`src/rtl/mole_hit_judge_pkg.sv`:
```
// Shared types and helpers for the whack-an-engineer hit judge.
// Holds the judge state enum, the hit-index width helper and the index-to-one-hot decoder.
package mole_pkg;

   typedef enum logic {
      ARMED   = 1'b0,
      LOCKOUT = 1'b1
   } judgeState_t;

   localparam int MAX_HOLES = 15;

   function automatic int hitWidth(input int numHoles);
      return $clog2(numHoles + 1);
   endfunction

   // Index 0 means "no key", so hole k maps to bit k-1.
   function automatic logic [MAX_HOLES-1:0] idx_to_onehot(input logic [3:0] idx);
      logic [MAX_HOLES-1:0] mask;
      mask = '0;
      if (idx != 4'd0) begin
         mask[idx - 4'd1] = 1'b1;
      end
      return mask;
   endfunction

endpackage

```
`src/rtl/mole_hit_judge_if.sv`:
```
// Strike/score bus between the keyboard decoder, the hit judge and the score/display logic.
// The master modport drives keys and moles; the slave modport is the judge itself.
interface mole_hit_judge_if #(
   parameter int NUM_HOLES = 5,
   parameter int SCORE_W   = 10,
   parameter int STREAK_W  = 4
);
   import mole_pkg::*;

   localparam int HIT_W = hitWidth(NUM_HOLES);

   logic                 enable;
   logic [NUM_HOLES-1:0] moles_up;
   logic [HIT_W-1:0]     hit;
   logic [HIT_W-1:0]     mole_hit;
   logic                 hit_pulse;
   logic                 miss_pulse;
   logic [NUM_HOLES-1:0] clear_mask;
   logic [SCORE_W-1:0]   score;
   logic [SCORE_W-1:0]   miss_count;
   logic                 locked;
   logic [STREAK_W-1:0]  streak;

   modport master (
      output enable, moles_up, hit,
      input  mole_hit, hit_pulse, miss_pulse, clear_mask, score, miss_count, locked, streak
   );

   modport slave (
      input  enable, moles_up, hit,
      output mole_hit, hit_pulse, miss_pulse, clear_mask, score, miss_count, locked, streak
   );

endinterface

```
`src/rtl/mole_hit_judge_hole_decoder.sv`:
```
// Combinational hit-index decoder: turns a key index into a one-hot hole mask.
// Indices above NUM_HOLES raise the out-of-range flag and decode to an empty mask.
module hole_decoder
   import mole_pkg::*;
#(
   parameter int NUM_HOLES = 5,
   parameter int HIT_W     = hitWidth(NUM_HOLES)
) (
   input  logic [HIT_W-1:0]     i_hit,
   output logic [NUM_HOLES-1:0] o_mask,
   output logic                 o_outOfRange
);

   logic [3:0]           w_idx;
   logic [MAX_HOLES-1:0] w_fullMask;
   logic                 w_unusedHigh;

   // Bits beyond the configured hole count are folded into a dummy sink.
   always_comb begin
      w_idx        = 4'(i_hit);
      w_fullMask   = idx_to_onehot(w_idx);
      o_outOfRange = (int'(w_idx) > NUM_HOLES);
      o_mask       = '0;
      w_unusedHigh = 1'b0;
      for (int k = 0; k < NUM_HOLES; k++) begin
         o_mask[k] = w_fullMask[k] & ~o_outOfRange;
      end
      for (int k = NUM_HOLES; k < MAX_HOLES; k++) begin
         w_unusedHigh = w_unusedHigh ^ w_fullMask[k];
      end
   end

endmodule

```
`src/rtl/mole_hit_judge.sv`:
```
// Hit judge: edge-detects strikes, scores hits, penalises misses with a lockout window.
// Optional macro COMBO_BONUS_EN enables the streak counter and the combo bonus.
module mole_hit_judge
   import mole_pkg::*;
#(
   parameter int NUM_HOLES    = 5,
   parameter int SCORE_W      = 10,
   parameter int POINTS       = 1,
   parameter int MISS_PENALTY = 1,
   parameter int LOCKOUT_CYC  = 4,
   parameter int STREAK_W     = 4,
   parameter int COMBO_THRESH = 3
) (
   input logic             clock,
   input logic             reset,
   mole_hit_judge_if.slave bus
);

   localparam int HIT_W = hitWidth(NUM_HOLES);
   localparam int SUM_W = SCORE_W + 8;
   localparam int LC_W  = (LOCKOUT_CYC > 1) ? $clog2(LOCKOUT_CYC) : 1;
   localparam logic [SUM_W-1:0] SCORE_MAX_EXT = {8'd0, {SCORE_W{1'b1}}};

   judgeState_t          r_state;
   logic [LC_W-1:0]      r_lockCount;
   logic [HIT_W-1:0]     r_hitPrev;
   logic                 r_hitPulse;
   logic                 r_missPulse;
   logic [HIT_W-1:0]     r_moleHit;
   logic [NUM_HOLES-1:0] r_clearMask;
   logic [SCORE_W-1:0]   r_score;
   logic [SCORE_W-1:0]   r_missCount;

   judgeState_t          w_nextState;
   logic [LC_W-1:0]      w_nextCount;
   logic                 w_nextHitPulse;
   logic                 w_nextMissPulse;
   logic [HIT_W-1:0]     w_nextMoleHit;
   logic [NUM_HOLES-1:0] w_nextClearMask;
   logic [SCORE_W-1:0]   w_nextScore;
   logic [SCORE_W-1:0]   w_nextMissCount;
   logic [NUM_HOLES-1:0] w_holeMask;
   logic                 w_outOfRange;
   logic                 w_strike;
   logic                 w_holeUp;
   logic [SUM_W-1:0]     w_gain;
   logic [SUM_W-1:0]     w_sum;

`ifdef COMBO_BONUS_EN
   logic [STREAK_W-1:0]  r_streak;
   logic [STREAK_W-1:0]  w_nextStreak;
`endif

   hole_decoder #(
      .NUM_HOLES (NUM_HOLES),
      .HIT_W     (HIT_W)
   ) u_holeDecoder (
      .i_hit        (bus.hit),
      .o_mask       (w_holeMask),
      .o_outOfRange (w_outOfRange)
   );

   // A strike is a fresh in-range key; held keys and out-of-range codes never strike.
   always_comb begin
      w_nextState     = r_state;
      w_nextCount     = r_lockCount;
      w_nextHitPulse  = 1'b0;
      w_nextMissPulse = 1'b0;
      w_nextMoleHit   = '0;
      w_nextClearMask = '0;
      w_nextScore     = r_score;
      w_nextMissCount = r_missCount;
      w_gain          = SUM_W'(POINTS);
      w_sum           = '0;
`ifdef COMBO_BONUS_EN
      w_nextStreak    = r_streak;
`endif
      w_strike = (bus.hit != '0) && !w_outOfRange && (bus.hit != r_hitPrev);
      w_holeUp = |(w_holeMask & bus.moles_up);

      case (r_state)
         ARMED: begin
            if (w_strike && bus.enable) begin
               if (w_holeUp) begin
                  w_nextHitPulse  = 1'b1;
                  w_nextMoleHit   = bus.hit;
                  w_nextClearMask = w_holeMask;
`ifdef COMBO_BONUS_EN
                  w_nextStreak = (r_streak == '1) ? r_streak : r_streak + STREAK_W'(1);
                  if (int'(w_nextStreak) >= COMBO_THRESH) begin
                     w_gain = SUM_W'(2 * POINTS);
                  end
`endif
                  w_sum       = SUM_W'(r_score) + w_gain;
                  w_nextScore = (w_sum > SCORE_MAX_EXT) ? '1 : w_sum[SCORE_W-1:0];
               end else begin
                  w_nextMissPulse = 1'b1;
                  w_nextMissCount = (r_missCount == '1) ? r_missCount
                                                        : r_missCount + SCORE_W'(1);
                  w_nextScore = (SUM_W'(r_score) > SUM_W'(MISS_PENALTY))
                                ? r_score - SCORE_W'(MISS_PENALTY) : '0;
`ifdef COMBO_BONUS_EN
                  w_nextStreak = '0;
`endif
                  if (LOCKOUT_CYC > 0) begin
                     w_nextState = LOCKOUT;
                     w_nextCount = LC_W'(LOCKOUT_CYC - 1);
                  end
               end
            end
         end
         LOCKOUT: begin
            if (r_lockCount == '0) begin
               w_nextState = ARMED;
            end else begin
               w_nextCount = r_lockCount - LC_W'(1);
            end
         end
         default: w_nextState = ARMED;
      endcase
   end

   // State, key history and all visible outputs are registered here.
   always_ff @(posedge clock) begin
      if (reset) begin
         r_state     <= ARMED;
         r_lockCount <= '0;
         r_hitPrev   <= '0;
         r_hitPulse  <= 1'b0;
         r_missPulse <= 1'b0;
         r_moleHit   <= '0;
         r_clearMask <= '0;
         r_score     <= '0;
         r_missCount <= '0;
`ifdef COMBO_BONUS_EN
         r_streak    <= '0;
`endif
      end else begin
         r_state     <= w_nextState;
         r_lockCount <= w_nextCount;
         r_hitPrev   <= bus.hit;
         r_hitPulse  <= w_nextHitPulse;
         r_missPulse <= w_nextMissPulse;
         r_moleHit   <= w_nextMoleHit;
         r_clearMask <= w_nextClearMask;
         r_score     <= w_nextScore;
         r_missCount <= w_nextMissCount;
`ifdef COMBO_BONUS_EN
         r_streak    <= w_nextStreak;
`endif
      end
   end

   assign bus.mole_hit   = r_moleHit;
   assign bus.hit_pulse  = r_hitPulse;
   assign bus.miss_pulse = r_missPulse;
   assign bus.clear_mask = r_clearMask;
   assign bus.score      = r_score;
   assign bus.miss_count = r_missCount;
   assign bus.locked     = (r_state == LOCKOUT);
`ifdef COMBO_BONUS_EN
   assign bus.streak     = r_streak;
`else
   assign bus.streak     = '0;
`endif

endmodule
```
`src/flat_wrapper.sv`:
```
// flat-port wrapper written by rule: the top's interface ports become plain ports
module mole_hit_judge_flat import mole_pkg::*;
#(
   parameter int NUM_HOLES    = 5,
   parameter int SCORE_W      = 10,
   parameter int POINTS       = 1,
   parameter int MISS_PENALTY = 1,
   parameter int LOCKOUT_CYC  = 4,
   parameter int STREAK_W     = 4,
   parameter int COMBO_THRESH = 3
)
  (clock, reset, bus_enable, bus_moles_up, bus_hit, bus_mole_hit, bus_hit_pulse, bus_miss_pulse, bus_clear_mask, bus_score, bus_miss_count, bus_locked, bus_streak);
  mole_hit_judge_if #(.NUM_HOLES(NUM_HOLES), .SCORE_W(SCORE_W), .STREAK_W(STREAK_W)) bus_i ();
  input logic clock;
  input logic reset;
  input wire logic [$bits(bus_i.enable)-1:0] bus_enable;
  input wire logic [$bits(bus_i.moles_up)-1:0] bus_moles_up;
  input wire logic [$bits(bus_i.hit)-1:0] bus_hit;
  output wire logic [$bits(bus_i.mole_hit)-1:0] bus_mole_hit;
  output wire logic [$bits(bus_i.hit_pulse)-1:0] bus_hit_pulse;
  output wire logic [$bits(bus_i.miss_pulse)-1:0] bus_miss_pulse;
  output wire logic [$bits(bus_i.clear_mask)-1:0] bus_clear_mask;
  output wire logic [$bits(bus_i.score)-1:0] bus_score;
  output wire logic [$bits(bus_i.miss_count)-1:0] bus_miss_count;
  output wire logic [$bits(bus_i.locked)-1:0] bus_locked;
  output wire logic [$bits(bus_i.streak)-1:0] bus_streak;
  assign bus_i.enable = bus_enable;
  assign bus_i.moles_up = bus_moles_up;
  assign bus_i.hit = bus_hit;
  assign bus_mole_hit = bus_i.mole_hit;
  assign bus_hit_pulse = bus_i.hit_pulse;
  assign bus_miss_pulse = bus_i.miss_pulse;
  assign bus_clear_mask = bus_i.clear_mask;
  assign bus_score = bus_i.score;
  assign bus_miss_count = bus_i.miss_count;
  assign bus_locked = bus_i.locked;
  assign bus_streak = bus_i.streak;
  mole_hit_judge #(.NUM_HOLES(NUM_HOLES), .SCORE_W(SCORE_W), .POINTS(POINTS), .MISS_PENALTY(MISS_PENALTY), .LOCKOUT_CYC(LOCKOUT_CYC), .STREAK_W(STREAK_W), .COMBO_THRESH(COMBO_THRESH)) u_core (.clock(clock), .reset(reset), .bus(bus_i));
endmodule
```
`config.mk`:
```
export PLATFORM = sky130hd
export DESIGN_NAME = mole_hit_judge_flat
export DESIGN_NICKNAME = d
export VERILOG_FILES = /design/src/rtl/mole_hit_judge_pkg.sv /design/src/rtl/mole_hit_judge_if.sv /design/src/rtl/mole_hit_judge_hole_decoder.sv /design/src/rtl/mole_hit_judge.sv /design/src/flat_wrapper.sv
export SDC_FILE = /design/constraint.sdc
export NUM_CORES = 1
export LEC_CHECK = 0
export ABC_AREA = 1
export ABC_CLOCK_PERIOD_IN_PS = 2100
export BUFFER_PORTS_ARGS = -buffer_cell sky130_fd_sc_hd__buf_2
export CAP_MARGIN = 20
export CORE_UTILIZATION = 55
export DETAILED_ROUTE_END_ITERATION = 6
export HOLD_SLACK_MARGIN = 0.06
export PLACE_DENSITY = 0.8
export SETUP_SLACK_MARGIN = 0.1
export SYNTH_ARGS = -nofsm -noshare
export SYNTH_HDL_FRONTEND = slang
export SYNTH_HIERARCHICAL = 1
export SYNTH_SLANG_ARGS = --single-unit
export TNS_END_PERCENT = 20
```
`constraint.sdc`:
```
create_clock -name clock -period 2.1 [get_ports clock]
set_input_delay 0 -clock clock [delete_from_list [all_inputs] [get_ports clock]]
set_output_delay 0 -clock clock [all_outputs]
set_load 0.01 [all_outputs]
```
==> results of run 1 <==
[Yosys cell counts]
master and number:
sky130_fd_sc_hd__xor2_1 8, sky130_fd_sc_hd__nor4_1 3, sky130_fd_sc_hd__nor3_2 2, sky130_fd_sc_hd__a22o_1 1, sky130_fd_sc_hd__nand4_1 5, sky130_fd_sc_hd__a21oi_1 16
sky130_fd_sc_hd__a21oi_2 7, sky130_fd_sc_hd__nand2_1 78, sky130_fd_sc_hd__nor3_1 3, sky130_fd_sc_hd__o21ai_0 18, sky130_fd_sc_hd__nor2_4 3, sky130_fd_sc_hd__xnor2_1 7
sky130_fd_sc_hd__nand3_1 21, sky130_fd_sc_hd__buf_2 6, sky130_fd_sc_hd__inv_1 46, sky130_fd_sc_hd__buf_6 1, sky130_fd_sc_hd__conb_1 1, sky130_fd_sc_hd__o21bai_1 1
sky130_fd_sc_hd__dfxtp_1 36, sky130_fd_sc_hd__buf_4 5, sky130_fd_sc_hd__clkinv_2 1, sky130_fd_sc_hd__nand2_2 7, sky130_fd_sc_hd__nor2_2 3, sky130_fd_sc_hd__clkbuf_1 3
sky130_fd_sc_hd__nand2_4 1, sky130_fd_sc_hd__nand3b_1 1, sky130_fd_sc_hd__o21ai_1 3, sky130_fd_sc_hd__ha_1 6, sky130_fd_sc_hd__nor2_1 39, sky130_fd_sc_hd__a31oi_1 3
sky130_fd_sc_hd__inv_2 5
[sequential cells by signal, indices dropped and copies added, names as in the netlist]
| signal | count |
|---|---|
| u_core/r_lockCount | 2 |
| u_core/r_hitPrev | 3 |
| u_core/bus.locked | 1 |
| u_core/bus.mole_hit | 3 |
| u_core/bus.miss_pulse | 1 |
| u_core/bus.hit_pulse | 1 |
| u_core/bus.score | 10 |
| u_core/bus.miss_count | 10 |
| u_core/bus.clear_mask | 5 |
[power groups by stage]
stage / clock network [W] / logic, W / registers (W)
after floorplan: 0 / 0.000364 / 0.000789
after global placement: 0 / 0.000443 / 0.000805
after detailed placement: 0 / 0.000447 / 0.000807
after CTS: 0.000512 / 0.000453 / 0.000792
after global routing: 0.000540 / 0.000531 / 0.000802
final: 0.000498 / 0.000469 / 0.000794
[path summary, 6_finish.rpt]
kind | to | from | depth (start not counted)
hold reg to reg | u_core/bus.miss_count[8] | u_core/bus.miss_count[8] | 2
hold / removal | u_core/r_hitPrev[1] | reset | 2
setup reg to reg | u_core/bus.miss_count[0] | u_core/bus.miss_count[0] | 7
setup / recovery | u_core/bus.miss_count[0] | u_core/bus.miss_count[0] | 7
[worst max-delay path: stages, from the launching register on]
cell,delay [ps]
sky130_fd_sc_hd__dfxtp_1,440
sky130_fd_sc_hd__ha_1,220
sky130_fd_sc_hd__nand3_1,90
sky130_fd_sc_hd__nor4_1,550
sky130_fd_sc_hd__nor2_4,120
sky130_fd_sc_hd__buf_6,170
sky130_fd_sc_hd__o21ai_0,140
sky130_fd_sc_hd__a21oi_1,50
[stage by stage]
step                      hold WS (ps)  total power, W  instances  setup WS (ps)  instance area [um2]
final                             88.2         0.00176        432            197                 2610
after global routing              94.1         0.00187        432           68.5                 2610
after CTS                         73.7         0.00176        430            133                 2560
after detailed placement           301         0.00125        419            180                 2440
after global placement             297         0.00125        419            222                 2440
after floorplan                    118         0.00115        343            375                 2250
[repair_timing]
action	4_1_cts	5_1_grt
hold endpoints to repair	7	0
gates resized for setup	0	11
hold buffers	3	0
setup endpoints to repair	0	19
setup buffers	0	1
[logic make-up (layout without fill, tap and decap cells)]
kind of cell    Yosys count  in the layout  share of synthesized area (%)
buf+inv                  67            108                           12.8
flops                    36             36                           32.1
compound gates           49             49                           12.5
fa+ha+maj                 6              6                           3.35
simple gates            166            166                           33.2
xor+xnor                 15             15                           5.86
other cells               1              4                          0.167
[per-layer routing]
metal / GRT usage [%] / wire, um / vias up
li1: - / - / 1142
met1: 29.7 / 2160 / 981
met2: 40.6 / 2420 / 61
met3: 3.10 / 228 / 10
met4: 10.3 / 105 / 0
met5: 0 / 0 / -
[final cells by class]
class | instances | area [um2]
flip-flops and latches | 36 | 727
fillers | 364 | 1190
well taps | 48 | 60.1
clock buffers | 8 | 90.1
repair buffers | 48 | 272
inverters | 52 | 196
multi-input cells | 240 | 1260
==> results.txt, run 1 <==
----------------------------------------------------
[Yosys]
  Unique cell type count in the Yosys netlist ... 31
  Sequential element share of the synthesized area ... ~32%
  Biggest area contributors in the synthesized netlist ... sky130_fd_sc_hd__dfxtp_1 32%, sky130_fd_sc_hd__nand2_1 13%, sky130_fd_sc_hd__inv_1 7.7%
  Total of flip-flops plus latches after synthesis ... 36
  Fraction of synthesized cell area taken by the top area cell type ... 32.1%
  Count of mapped cells out of synthesis ... 340
  Summed instance area of the synthesized netlist ... 2240 um2
  Average footprint of a synthesized cell ... ~6.6 um2
  Warnings from Yosys ... 6
  Post-synthesis cell type with the largest combined area ... sky130_fd_sc_hd__dfxtp_1

[Global route]
  Initial antenna violation count ... 0
  Wire length of the first global-routing pass ... approximately 8 mm
  Final global-route overflow total ... 0
  Overall routing resource usage ... 23.8%
  Maximum number of pins on one net before global-route repair ... 20
  Vias in the first global route ... between 1.5k and 2k

[Worst setup path]
  WS Path Type ... flip-flop to flip-flop
  Nature of the critical path endpoint ... flip-flop
  Crit path required time ... roughly 2300 ps
  Kind of start point of the critical path ... flip-flop
  Max Fanout on Critical Path ... 7
  Flop-to-flop setup slack ... about 200 ps
  Crit path DAT ... 2070 ps

[Route]
  Detailed-routing iteration count for the pre-antenna-repair pass ... 4
  1st-iter DRT viols ... approximately 120
  Vias per std cell ... 5.08
  Via Count ... between 2k and 2.5k
  Routed length per placed instance ... approximately 11 um
  Sum of routed wire length over all layers ... ~4.9 mm
  DRC errors left ... 0
  Count of nets left with antenna violations after detail routing ... 0

[Clock tree]
  Maximum clock insertion buffer count ... 2
  TritonCTS buffer count ... 5
  CTS tree ... done
  Clock-pin slew reported for the worst setup and hold paths after clock tree synthesis ... roughly 70 ps
  TritonCTS sink count ... 36
  Depth of the CTS H-tree ... 2
  Cell at the root of the clock tree ... sky130_fd_sc_hd__clkbuf_8
  Clk Latency, worst-skew pair ... about 290 ps

[Die]
  Total die area ... 4340 um2
  Floorplan die height ... about 66 um
  Die width ... around 66 um
  # rows ... 22
  Initial standard-cell utilization of the core ... between 50% and 60%
  Area inside the core boundary ... around 3800 um2
  Number of I/O pins ... 46

[Timing]
  Post-route setup TNS ... 0 ps
  Maximum clock skew at final layout ... between 6 and 7 ps
  Endpoints failing setup ... 0
  Final hold violations ... 0
  Fin crit share ... between 90% and 100%
  Relative max-transition margin ... between 50% and 60%
  RSZ-0062 raised after global routing ... yes
  Upper clock frequency limit ... 0.525 GHz
  Max-slew violations ... 0
  Transition at the pin with the smallest max-transition slack ... between 700 and 800 ps
  Minimum clock period after layout ... roughly 1900 ps

[Pwr]
  Total leakage power ... between 1 and 1.5 nW
  Switching portion of total power ... roughly 33%
  Internal power ... around 0.0012 W
  Ratio of total power to cell area ... a little under 700 nW/um2
  Share of total power in sequential cells ... 45.1%
  Largest vdd supply drop ... around 0.31 mV
  Comb power frac ... 26.6%
  P_sw ... approximately 0.00059 W
  Part of the power in the clock network ... between 20% and 30%

[Final layout]
  Post-layout utilization of the core ... 68.6%
  Most common cell after layout, fill and taps aside ... sky130_fd_sc_hd__nand2_1
  Fraction of layout instances using a drive strength above 1 ... 22.1%
  Commonest cells after routing, fill and taps aside ... 78 x sky130_fd_sc_hd__nand2_1, 45 x sky130_fd_sc_hd__inv_1, 40 x sky130_fd_sc_hd__buf_2, 39 x sky130_fd_sc_hd__nor2_1, 33 x sky130_fd_sc_hd__dfxtp_1
  Final nets ... 400
  Area added between synthesis and finish ... 16.1%
  Ant. Diodes ... 0

[Place]
  Count of port buffers added during placement ... roughly 40
  Routability congestion estimate from global placement ... about 0.87
  Detailed-placement wirelength estimate ... roughly 3.5 mm

[Hold path]
  Type of the most critical hold path ... input pin to flip-flop

[Status]
  Outcome ... completed

[Run]
  Max-capacitance violation count ... 0

----------------------------------------------------
No activity file was read; power rests on OpenSTA's default activity.
==> inputs of run 2 (changes only) <==
--- a/config.mk
+++ b/config.mk
@@ -5,11 +5,10 @@
 export SDC_FILE = /design/constraint.sdc
 export NUM_CORES = 1
 export LEC_CHECK = 0
-export ABC_AREA = 1
 export ABC_CLOCK_PERIOD_IN_PS = 2100
 export BUFFER_PORTS_ARGS = -buffer_cell sky130_fd_sc_hd__buf_2
 export CAP_MARGIN = 20
-export CORE_UTILIZATION = 55
+export CORE_UTILIZATION = 54
 export DETAILED_ROUTE_END_ITERATION = 6
 export HOLD_SLACK_MARGIN = 0.06
 export PLACE_DENSITY = 0.8
==> run 2 against run 1 <==
Net effect: total power decreased by 0.31%; global-route usage rose by 2.0 points; via count shrank 8.5%; sequential power shrank 2%; clock power decreased by 6.8%; worst setup slack got worse by 90 ps; non-clock buffer count is 18 higher; critical path type unchanged; critical endpoint is now u_core/bus.score[0]; largest power group unchanged.
==> results.txt, run 2 <==
----------------------------------------------------
[Worst setup path]
  Crit path DAT ... 2190 ps (+120 ps)
  Kind of cell adding the most delay to the critical path ... compound AO/OA/AOI/OAI gates
  Max stage delay on crit path ... 550 ps (about the same)
  Kind of start point of the critical path ... flip-flop
  CP cell instances ... nand4_1, o21bai_1, a22oi_1, a41oi_1, o311a_1, nor3_1
  Nature of the critical path endpoint ... flip-flop
  Sum of buffers and inverters on the critical path ... 0 (-1)
  Worst path slowest cell ... sky130_fd_sc_hd__dfxtp_1
  WS Path Type ... flip-flop to flip-flop
  Max Fanout on Critical Path ... 10 (+3)
  Crit path required time ... 2300 ps (+30 ps)

[Pwr]
  PnR Total Power ... 0.00176 W (-0.31%)
  Largest vdd supply drop ... 0.574 mV (+83%)
  Share of total power in sequential cells ... 44.4% (-0.7 points)
  Switching portion of total power ... 32.8% (-0.64 points)
  Total leakage power ... 1.07 nW (-16%)
  Internal power ... 0.00118 W (+0.65%)
  Ratio of total power to cell area ... 690 nW/um2 (+2.0%)
  Comb power frac ... 29.2% (+2.6 points)
  Part of the power in the clock network ... 26.4% (-1.9 points)
  P_sw ... 0.000576 W (-2.2%)

[Final layout]
  Most common cell after layout, fill and taps aside ... sky130_fd_sc_hd__buf_2
  Fraction of layout instances using a drive strength above 1 ... 28.5% (+6.4 points)
  Post-layout utilization of the core ... 69.5% (+0.94 points)
  Commonest cells after routing, fill and taps aside ... 41 x sky130_fd_sc_hd__buf_2, 34 x sky130_fd_sc_hd__dfxtp_1, 33 x sky130_fd_sc_hd__nor2_1, 22 x sky130_fd_sc_hd__buf_4
  Area added between synthesis and finish ... 23.3%
  Final nets ... 329 (-18%)
  Ant. Diodes ... 0 (unchanged)
  Layout fillers ... 309 (-15%)

[Timing]
  Post-route setup TNS ... 0 ps (unchanged)
  Final hold violations ... 0 (unchanged)
  Max-slew violations ... 0 (unchanged)
  Upper clock frequency limit ... 0.502 GHz (-4.5%)
  Minimum clock period after layout ... 1990 ps (+90.1 ps)
  Maximum clock skew at final layout ... 6.42 ps (+0.241 ps)
  Transition at the pin with the smallest max-transition slack ... 555 ps (-150 ps)
  Relative max-transition margin ... 62.7% (+10 points)
  RSZ-0062 raised after global routing ... yes
  Endpoints failing setup ... 0 (unchanged)
  Fin crit share ... 94.9% (+4.3 points)

[Yosys]
  Cell with the most instances after synthesis ... sky130_fd_sc_hd__dfxtp_1
  Total of flip-flops plus latches after synthesis ... 36 (unchanged)
  Number of enable flip-flop cells after synthesis ... 0 (unchanged)
  Average footprint of a synthesized cell ... 8.06 um2 (+22%)
  Proportion of synthesized flip-flops having asynchronous set or reset ... 0% (unchanged)
  Warnings from Yosys ... 6 (unchanged)
  Summed instance area of the synthesized netlist ... 2060 um2 (-8.0%)
  Top_reg_cell synth ... sky130_fd_sc_hd__dfxtp_1
  Unique cell type count in the Yosys netlist ... 47 (+52%)
  Post-synthesis cell type with the largest combined area ... sky130_fd_sc_hd__dfxtp_1
  Biggest area contributors in the synthesized netlist ... sky130_fd_sc_hd__dfxtp_1 35%, sky130_fd_sc_hd__nor2_1 6.4%, sky130_fd_sc_hd__xor2_1 4.7%
  Top cell types by occurrence after synthesis ... 36 x sky130_fd_sc_hd__dfxtp_1, 35 x sky130_fd_sc_hd__nor2_1, 15 x sky130_fd_sc_hd__o21ai_0
  Fraction of synthesized cell area taken by the top area cell type ... 34.9% (+2.8 points)
  Sequential element share of the synthesized area ... 34.9% (+2.8 points)
  Count of mapped cells out of synthesis ... 256 (-25%)

[Hold path]
  Type of the most critical hold path ... input pin to flip-flop

[Global route]
  Final global-route overflow total ... 0 (unchanged)
  Maximum number of pins on one net before global-route repair ... 29 (+45%)
  Vias in the first global route ... 1851 (-1.4%)
  Initial antenna violation count ... 0 (unchanged)
  Overall routing resource usage ... 25.8% (+2.0 points)
  Wire length of the first global-routing pass ... 8.34 mm (+3.6%)

[Route]
  Via Count ... 2008 (-8.5%)
  1st-iter DRT viols ... 124 (+4.2%)
  Count of nets left with antenna violations after detail routing ... 0 (unchanged)
  Detailed-routing iteration count for the pre-antenna-repair pass ... 4 (unchanged)
  Vias per std cell ... 5.58 (+9.8%)
  DRC errors left ... 0 (unchanged)
  Routed length per placed instance ... 13.8 um (+21%)
  Sum of routed wire length over all layers ... 4.97 mm (+1.2%)

[Clock tree]
  Depth of the CTS H-tree ... 2 (unchanged)
  Clk Latency, worst-skew pair ... 290 ps (about the same)
  TritonCTS sink count ... 36 (unchanged)
  Maximum clock insertion buffer count ... 2 (unchanged)
  TritonCTS buffer count ... 5 (unchanged)
  Clock-pin slew reported for the worst setup and hold paths after clock tree synthesis ... 70 ps (about the same)
  Cell at the root of the clock tree ... sky130_fd_sc_hd__clkbuf_8
  CTS tree ... done

[Die]
  Initial standard-cell utilization of the core ... 56.4% (-2.7 points)
  Total die area ... 4070 um2 (-6.1%)
  Number of I/O pins ... 46 (unchanged)
  Area inside the core boundary ... 3660 um2 (-3.6%)
  Floorplan die height ... 63.8 um (-3.1%)
  # rows ... 22 (unchanged)
  Die width ... 63.8 um (-3.1%)

[Place]
  Count of port buffers added during placement ... 41 (unchanged)
  Routability congestion estimate from global placement ... 0.938 (+7.4%)
  Detailed-placement wirelength estimate ... 3.46 mm (-1.6%)

[Run]
  Max-capacitance violation count ... 0 (unchanged)

[Status]
  Outcome ... completed

----------------------------------------------------
[run 2: cell count changes in the layout (fill, tap and decap cells not counted), sizes merged, moves of 4 or more]
cell,change
o21ai,-6
or3,+4
buf,+18
and2,+10
a21oi,-9
nor3b,+5
nor2b,+4
nor2,-10
nand3,-13
nand2,-73
nor4,+4
nor3,+8
inv,-44
[run 2: path summary, 6_finish.rpt]
check	from	to	slack (ps)	cells after the start
worst max register to register	u_core/bus.score[4]	u_core/bus.score[0]	110	6
worst min register to register	u_core/bus.miss_count[7]	u_core/bus.miss_count[7]	520	2
worst min-delay path	bus_hit[0]	u_core/bus.clear_mask[3]	130	3
worst max-delay path	u_core/bus.score[4]	u_core/bus.score[0]	110	6
[run 2: power groups by stage]
stage,sequential [W],clock [W],combinational [W]
floorplan,0.000780,0,0.000361
global placement,0.000793,0,0.000477
detailed placement,0.000794,0,0.000486
CTS,0.000779,0.000473,0.000493
global route,0.000787,0.000505,0.000564
finish,0.000780,0.000464,0.000512
[run 2: final cells by class]
type	count	area (um2)	area share, %
Multi-Input combinational cell	196	1250	49.2
Sequential cell	36	728	28.6
Timing Repair Buffer	66	400	15.7
Clock buffer	6	72.6	2.85
Tap cell	48	60.1	2.36
Inverter	7	26.3	1.03
Clock inverter	1	5.00	0.197
[run 2: logic make-up after synthesis]
logic type | count (synthesis) | synth area share [%]
other cells | 1 | 0.182
mux | 1 | 0.485
compound gates | 48 | 14.3
xor+xnor | 21 | 8.91
simple gates | 116 | 31.7
fa+ha+maj | 6 | 3.64
buf+inv | 27 | 5.88
flops | 36 | 34.9
[run 2: what timing repair did]
action                     4_1_cts  5_1_grt
hold endpoints to repair         6        0
hold buffers                     3        0
setup endpoints to repair        0       18
buffers inserted                 0        1
resized for setup                0        7
[run 2: metrics by stage]
| step | hold slack (ps) | instance area, um2 | std cells | setup WS [ps] |
|---|---|---|---|---|
| global placement | 331 | 2410 | 349 | 198 |
| detailed placement | 341 | 2410 | 349 | 119 |
| global route | 123 | 2540 | 360 | 42.3 |
| finish | 126 | 2540 | 360 | 106 |
| CTS | 113 | 2520 | 359 | 146 |
| floorplan | 122 | 2090 | 259 | 122 |
[run 2: worst reg2reg max path, cell delays in order, from the launching register on]
cell and delay [ps]:
sky130_fd_sc_hd__dfxtp_1 550, sky130_fd_sc_hd__nand4_1 310, sky130_fd_sc_hd__o21bai_1 250, sky130_fd_sc_hd__a22oi_1 230, sky130_fd_sc_hd__a41oi_1 140, sky130_fd_sc_hd__o311a_1 300, sky130_fd_sc_hd__nor3_1 120
[run 2: layer usage]
| layer | vias to the layer above | part of all wire (%) | GRT usage, % |
|---|---|---|---|
| li1 | 997 | - | - |
| met1 | 934 | 45 | 31.9 |
| met2 | 71 | 48 | 44.5 |
| met3 | 6 | 5.8 | 5.18 |
| met4 | 0 | 1.2 | 8.24 |
| met5 | - | 0 | 0 |
